$ cat config.mk
export PLATFORM = sky130hd
export DESIGN_NAME = unified_mem_arbiter
export DESIGN_NICKNAME = d
export VERILOG_FILES = /design/src/rtl/unified_mem_arbiter.sv
export SDC_FILE = /design/constraint.sdc
export NUM_CORES = 1
export LEC_CHECK = 0
export ABC_CLOCK_PERIOD_IN_PS = 3800
export CAP_MARGIN = 20
export CORE_AREA = 2 2 98 100
export CTS_CLUSTER_DIAMETER = 60
export DETAILED_ROUTE_END_ITERATION = 10
export DIE_AREA = 0 0 100 102
export PLACE_DENSITY = 0.75
export SETUP_SLACK_MARGIN = 0.1
export SLEW_MARGIN = 15
export SYNTH_ARGS = -nofsm -noshare
export SYNTH_HDL_FRONTEND = slang
export SYNTH_SLANG_ARGS = --single-unit
$ cat constraint.sdc
create_clock -name clk -period 3.8 [get_ports clk]
set_clock_uncertainty 0.2 [all_clocks]
set_input_delay 0.38 -clock clk [delete_from_list [all_inputs] [get_ports clk]]
set_output_delay 0.38 -clock clk [all_outputs]
set_load 0.02 [all_outputs]
$ cat src/rtl/unified_mem_arbiter.sv
// Shares one single-port 32-bit word RAM between instruction fetch and load/store ports.
// Optional performance counters are enabled by defining MEM_ARB_PERF_EN.
module unified_mem_arbiter #(
   parameter int ADDR_W     = 8,
   parameter int MAX_STARVE = 4
) (
   input  logic              clk,
   input  logic              reset,
   input  logic              if_req,
   input  logic [31:0]       if_addr,
   output logic              if_gnt,
   output logic              if_rvalid,
   output logic [31:0]       if_rdata,
   output logic              if_err,
   input  logic              d_req,
   input  logic              d_we,
   input  logic [31:0]       d_addr,
   input  logic [31:0]       d_wdata,
   input  logic [3:0]        d_wstrb,
   output logic              d_gnt,
   output logic              d_rvalid,
   output logic [31:0]       d_rdata,
   output logic              d_err,
`ifdef MEM_ARB_PERF_EN
   output logic [31:0]       perf_if_gnt,
   output logic [31:0]       perf_d_gnt,
   output logic [31:0]       perf_if_stall,
`endif
   output logic              mem_en,
   output logic [3:0]        mem_we,
   output logic [ADDR_W-1:0] mem_addr,
   output logic [31:0]       mem_wdata,
   input  logic [31:0]       mem_rdata
);

   localparam logic [3:0] STARVE_LIMIT = 4'(MAX_STARVE);

   logic [3:0]        r_starve_cnt;
   logic              r_rsp_valid;
   logic              r_rsp_owner_d;
   logic              r_rsp_read;
   logic              r_rsp_err;
   logic [ADDR_W-1:0] r_mem_addr;
   logic [31:0]       r_mem_wdata;

   logic              w_if_oor;
   logic              w_d_oor;
   logic              w_starved;
   logic              w_sel_if;
   logic              w_sel_d;
   logic              w_gnt_any;
   logic              w_win_oor;
   logic [ADDR_W-1:0] w_win_addr;
   logic [31:0]       w_rsp_rdata;
   logic              w_unused_bits;

   // Byte offset bits carry no meaning for a word-wide RAM.
   assign w_unused_bits = ^{if_addr[1:0], d_addr[1:0]};

   assign w_if_oor = |if_addr[31:ADDR_W+2];
   assign w_d_oor  = |d_addr[31:ADDR_W+2];

   assign w_starved = if_req && (r_starve_cnt == STARVE_LIMIT);
   assign w_sel_if  = if_req && (w_starved || !d_req);
   assign w_sel_d   = d_req && !w_starved;

   // Grants are suppressed while reset is held so nothing leaks into the RAM.
   assign if_gnt    = w_sel_if && !reset;
   assign d_gnt     = w_sel_d && !reset;
   assign w_gnt_any = if_gnt || d_gnt;

   assign w_win_oor  = d_gnt ? w_d_oor : w_if_oor;
   assign w_win_addr = d_gnt ? d_addr[ADDR_W+1:2] : if_addr[ADDR_W+1:2];

   always_comb begin
      mem_en    = 1'b0;
      mem_we    = 4'b0000;
      mem_addr  = r_mem_addr;
      mem_wdata = r_mem_wdata;
      if (w_gnt_any) begin
         mem_en    = !w_win_oor;
         mem_addr  = w_win_addr;
         mem_wdata = d_wdata;
         if (d_gnt && d_we && !w_d_oor) begin
            mem_we = d_wstrb;
         end
      end
   end

   // Address/data hold registers keep the RAM pins quiet between accesses.
   always_ff @(posedge clk or posedge reset) begin
      if (reset) begin
         r_mem_addr  <= '0;
         r_mem_wdata <= '0;
      end else if (w_gnt_any) begin
         r_mem_addr  <= w_win_addr;
         r_mem_wdata <= d_wdata;
      end
   end

   always_ff @(posedge clk or posedge reset) begin
      if (reset) begin
         r_starve_cnt <= 4'd0;
      end else if (if_req && !if_gnt) begin
         if (r_starve_cnt != STARVE_LIMIT) begin
            r_starve_cnt <= r_starve_cnt + 4'd1;
         end
      end else begin
         r_starve_cnt <= 4'd0;
      end
   end

   always_ff @(posedge clk or posedge reset) begin
      if (reset) begin
         r_rsp_valid   <= 1'b0;
         r_rsp_owner_d <= 1'b0;
         r_rsp_read    <= 1'b0;
         r_rsp_err     <= 1'b0;
      end else begin
         r_rsp_valid <= w_gnt_any;
         if (w_gnt_any) begin
            r_rsp_owner_d <= d_gnt;
            r_rsp_read    <= if_gnt || !d_we;
            r_rsp_err     <= w_win_oor;
         end
      end
   end

   assign w_rsp_rdata = (r_rsp_valid && r_rsp_read && !r_rsp_err) ? mem_rdata : 32'd0;

   assign if_rvalid = r_rsp_valid && !r_rsp_owner_d;
   assign d_rvalid  = r_rsp_valid && r_rsp_owner_d;
   assign if_rdata  = if_rvalid ? w_rsp_rdata : 32'd0;
   assign d_rdata   = d_rvalid ? w_rsp_rdata : 32'd0;
   assign if_err    = if_rvalid && r_rsp_err;
   assign d_err     = d_rvalid && r_rsp_err;

`ifdef MEM_ARB_PERF_EN
   logic [31:0] r_perf_if_gnt;
   logic [31:0] r_perf_d_gnt;
   logic [31:0] r_perf_if_stall;

   always_ff @(posedge clk or posedge reset) begin
      if (reset) begin
         r_perf_if_gnt   <= 32'd0;
         r_perf_d_gnt    <= 32'd0;
         r_perf_if_stall <= 32'd0;
      end else begin
         if (if_gnt) r_perf_if_gnt <= r_perf_if_gnt + 32'd1;
         if (d_gnt) r_perf_d_gnt <= r_perf_d_gnt + 32'd1;
         if (if_req && !if_gnt) r_perf_if_stall <= r_perf_if_stall + 32'd1;
      end
   end

   assign perf_if_gnt   = r_perf_if_gnt;
   assign perf_d_gnt    = r_perf_d_gnt;
   assign perf_if_stall = r_perf_if_stall;
`endif

endmodule

* After elaboration in Yosys (flattened, before gate mapping) *
Index checks and enable logic that the tools add are counted.

storage, ports and cells
  register bits = 48
  input port bits = 137
  output and inout bits = 115

cells by class
  add/sub/neg operators = 1
  equal/unequal tests = 3
  mux-type cells = 12
  reductions and logical operators = 28

operator list
  cell                                                                     number
  32-bit two-way mux                                                       4
  22-bit OR reduction                                                      2
  4-bit two-way mux                                                        4
  8-bit two-way mux                                                        2
  1-bit logical AND                                                        14
  1-bit logical NOT                                                        9
  4-bit by 1-bit adder with 4-bit output, second input constant            1
  4-bit by 3-bit == test with 1-bit output, second input constant          1
  4-bit by 3-bit inequality test with 1-bit output, second input constant  1
  1-bit logical OR                                                         3
  1-bit two-way mux                                                        2
  2-bit by 1-bit inequality test with 1-bit output, second input constant  1

* Depth between registers and ports, before layout *
  word-level depth = 9
  gate-level depth with buffers = 8
  depth with buffers taken out = 7

* Worst setup path after synthesis *
Ideal clock, no wire load.

  path type = input to output
  from = input reset
  to = output mem_addr[0]
  arrival = 2.580 ns
  setup slack = 0.640 ns
  stages = 4
  path buffers = 0
  path through = inv_1 -> nand2_2 -> mux2i_1 -> o21ai_0

between the ends
  cells in the longest elaborated chain, start to end = 4
  elaborated cells on any way between the ends = 6
  classes of those cells = mux: 2; reduce/logical: 4

RTL lines
  item                                                          line    RTL
  start, declared                                               8       input logic reset,
  1-bit logical NOT (no source line) *                          -
  1-bit logical AND (on tied branches)                          69, 68
  8-bit two-way mux / 1-bit logical OR (equally long branches)  73, 70
  8-bit two-way mux *                                           -
  end, declared                                                 31      output logic [ADDR_W-1:0] mem_addr,

Every way passes the cells marked *; elsewhere a longest branch is shown, timed or not.

* Worst setup path after layout *
  from = register r_starve_cnt[0]
  to = output mem_addr[4]

between the ends
  cells in the longest elaborated chain, start to end = 7
  elaborated cells on any way between the ends = 11
  classes of those cells = eq/ne: 1; mux: 2; reduce/logical: 8

RTL lines
  item                                                          line    RTL
  start, declared                                               38      logic [3:0] r_starve_cnt;
  start signal, assigned                                        106     r_starve_cnt <= r_starve_cnt + 4'd1;
  4-bit by 3-bit == test with 1-bit output *                    63      assign w_starved = if_req && (r_starve_cnt == STARVE_LIMIT);
  1-bit logical AND *                                           63
  1-bit logical NOT / 1-bit logical OR (equally long branches)  65, 64
  1-bit logical AND (on tied branches)                          65, 64
  1-bit logical AND (on tied branches)                          69, 68
  8-bit two-way mux / 1-bit logical OR (equally long branches)  73, 70
  8-bit two-way mux *                                           -

Marks and branches as above.

==> results.md <==
- Mapped Cells: 241
- Placed instance count: a little under 600
- Antenna Nets Post-Route: 0
- I/O pin cnt: between 200 and 300
- Max-Cap Viols: 0
- Tmin final: roughly 3.2 ns
- Minimum hold slack: 0.301 ns
- Cell chain of the critical path: inv_1, ha_1, nand3b_4, o21ai_4, inv_1, o21ai_0, clkdlybuf4s50_1
- CTS tree: done
- Reg2Reg Depth: 6
- Hold EP: r_mem_wdata[10]
- Max-slew headroom: ~46%
- CTS Sinks: 48
- Crit path largest cell delay: roughly 0.67 ns
- Die Area: 10200 µm²
- Slew @ Worst Pin: 0.804 ns
- Final setup vio count: 0
- Top-area cell type share of the netlist area: a little under half
- CP Launch Type: flip-flop
- Fin area: ~5300 µm²
- Vias per cell: between 4 and 5
- Final #Nets: about 630
- Post-synth top area cell: dfrtp_1
- Worst Setup Slack, final: 0.566 ns
- Num CTS Buffers: 5
- Worst slack, placed: about 0.54 ns
- Core Box Area: ~9100 µm²
- Top post-synthesis cells by area: dfrtp_1 46%, and2_1 17%, mux2_2 14%, mux2i_1 3.1%, nor4_2 1.9%
- Clk pin slew, worst setup/hold paths: approximately 0.09 ns
- Cell Area, Synth: between 2000 and 3000 µm²
- Synth warnings: 0
- Clk root buf: clkbuf_8
- Crit Path Category: reg -> out
- DRT iter0 DRCs: 12
- Fraction of layout cells with a size suffix above 1: between 10% and 20%
- Largest net degree at the start of global routing: 49
- Syn Nets: 380
- Setup Buffers After CTS: 0
- Post-CTS sizing: 0
- Fin cells: 600
- Pins Over Slew Limit: 0
- Crit-path slowest cell: clkdlybuf4s50_1
- Hold Path Depth: 1
- Hold path start: r_mem_wdata[10]
- Vias: approximately 2700
- Initial antenna violation count: 1
- Cell leakage power: roughly 2.2 nW
- Synth Register Bits: 48
- Crit. End Element: output port
- GRT Overall Usage: between 10% and 20%
- Power Dens Cells: 295 nW/µm²
- Syn avg cell area: 10.8 µm²
- Gpl congestion: roughly 0.85
- R2R Path Start: r_starve_cnt[0]
- WP data required: about 3.2 ns
- Worst-skew pair later-pin latency: 0.28 ns
- Register Area: 1200 µm²
- Highest clock rate: approximately 300 MHz
- Final core occ: between 50 and 60%
- R2r setup slk: between 1.5 and 2 ns
- Number of synthesized flops with an enable pin: 0
- Final Power: 1.57 mW
- CTS Buffer Depth: 2
- Starting Density: between 20% and 30%
- RSZ-0062 raised after global routing: false
- Number of remaining DRC errors: 0
- Outcome: complete, no violations
- Die X: 100 µm
- Vias in the first global route: 2766
- Reg-to-Reg End: r_mem_addr[4]
- Peak supply drop: 0.234 mV
- Crit path top cell by count: inv_1
- Placed Area: just over 5000 µm²
- Fin. Hold Viols: 0
- DPL Wire Length: 8020 µm
- Worst min path class: reg -> reg
- Std cell rows: 35
- Die Span Y: between 100 and 150 µm
- CTS H-tree lvls: 2
- Synth cell types: 35
- Async SR Flop Fraction: 100%
- Synth top cells by count: 71 x and2_1, 48 x dfrtp_1, 33 x mux2_2, 12 x nand2_1, 9 x o21ai_0
- GRT Residual Overflow: 0
- Final-layout fill cell count: 767
- Buffers on Ports: about 250
- Worst Path Arrival: roughly 2.7 ns
- Largest delay share family, worst path: buffers and inverters
- Area of the multi-input gates: ~1300 µm²
- Worst Path Max Fanout: 17
- Final period utilization: 85.1%
- WL final: about 9500 µm
- TNS Setup: 0 ns
- First-pass GRT wire length: about 14000 µm
- Buf/Inv on CP: 3
- Routed len/inst: around 16 µm
- Top FF cell, synth: dfrtp_1
- Area Overhead vs Synth: 105%
- Sequential share of the synthesized area: a little under half
- Pre-Repair DR Iteration Count: 4
- Hold buffers post-CTS: 0
- Most frequent cell after synthesis: and2_1
[per-layer routing]
metal | wire length [µm] | up-vias | global-route usage [%] | part of all wire [%]
met5 | 0 | - | 0 | 0
met4 | 337 | 0 | 7.48 | 3.5
met3 | 951 | 16 | 6.29 | 10
met2 | 5150 | 144 | 33.7 | 54
met1 | 3070 | 1231 | 17.0 | 32
li1 | - | 1313 | - | -
[report_power, final]
part / total, mW / switching [mW] / internal [mW]
Sequential: 0.594 / 0.0202 / 0.573
Clock: 0.421 / 0.162 / 0.259
Combinational: 0.556 / 0.238 / 0.318
Total: 1.57 / 0.421 / 1.15
[worst reg2reg max path, cell delays in order (launching register included)]
cell,delay (ns)
dfrtp_1,0.44
inv_1,0.08
ha_1,0.21
nand3b_4,0.13
o21ai_4,0.23
inv_1,0.26
o21ai_0,0.35
[registers in the layout, indices dropped and copies added, names as in the netlist]
register and cells:
r_mem_wdata 32, r_mem_addr 8, r_starve_cnt 4, r_rsp_err 1, r_rsp_owner_d 1, r_rsp_read 1
r_rsp_valid 1
[how the worst max path moves through the flow]
stage	startpoint	slack, ns	to	depth (start not counted)
CTS	r_starve_cnt[0]	0.51	mem_addr[4]	7
global route	r_starve_cnt[0]	0.35	mem_addr[0]	7
global placement	if_req	0.59	mem_addr[0]	6
floorplan	reset	0.64	mem_addr[0]	4
detailed placement	if_req	0.54	mem_addr[4]	6
finish	r_starve_cnt[0]	0.57	mem_addr[4]	7
[cell families (layout without fill, tap and decap cells)]
group / Yosys count / count (layout) / share of synthesized area, %
AOI/OAI and AO/OA: 19 / 19 / 4.97
muxes: 41 / 41 / 17.4
and+or+nand+nor: 113 / 113 / 27.4
DFF: 48 / 48 / 46.3
adders and majority gates: 2 / 2 / 0.964
buffers and inverters: 17 / 264 / 2.65
other: 0 / 1 / 0
xor gates and xnor gates: 1 / 1 / 0.338
[final cells by class]
cell class                      count  share of cell area [%]
Sequential cell                    48                    22.6
Antenna cell                        1                  0.0470
Multi-Input combinational cell    176                    25.0
Timing Repair Buffer              250                    46.9
Tap cell                          111                    2.61
Clock inverter                      2                    1.13
Clock buffer                        5                    1.29
Inverter                            7                   0.493
[placed cells by master, fill, tap and decap left out, types with 2 or more instances in the layout]
cell and instances:
bufinv_16 2, mux2i_1 8, and3b_1 2, buf_4 3
o21ai_4 2, inv_1 6, a21oi_1 2, clkdlybuf4s50_1 247
nor4_1 7, nor4_2 4, nand4_1 2, mux2_2 33
and2_1 71, ha_1 2, nand2_1 12, dfrtp_1 48
o21ai_0 9, clkbuf_8 5, nor2_1 5
Note: power is estimated with default switching activity, not from simulation.
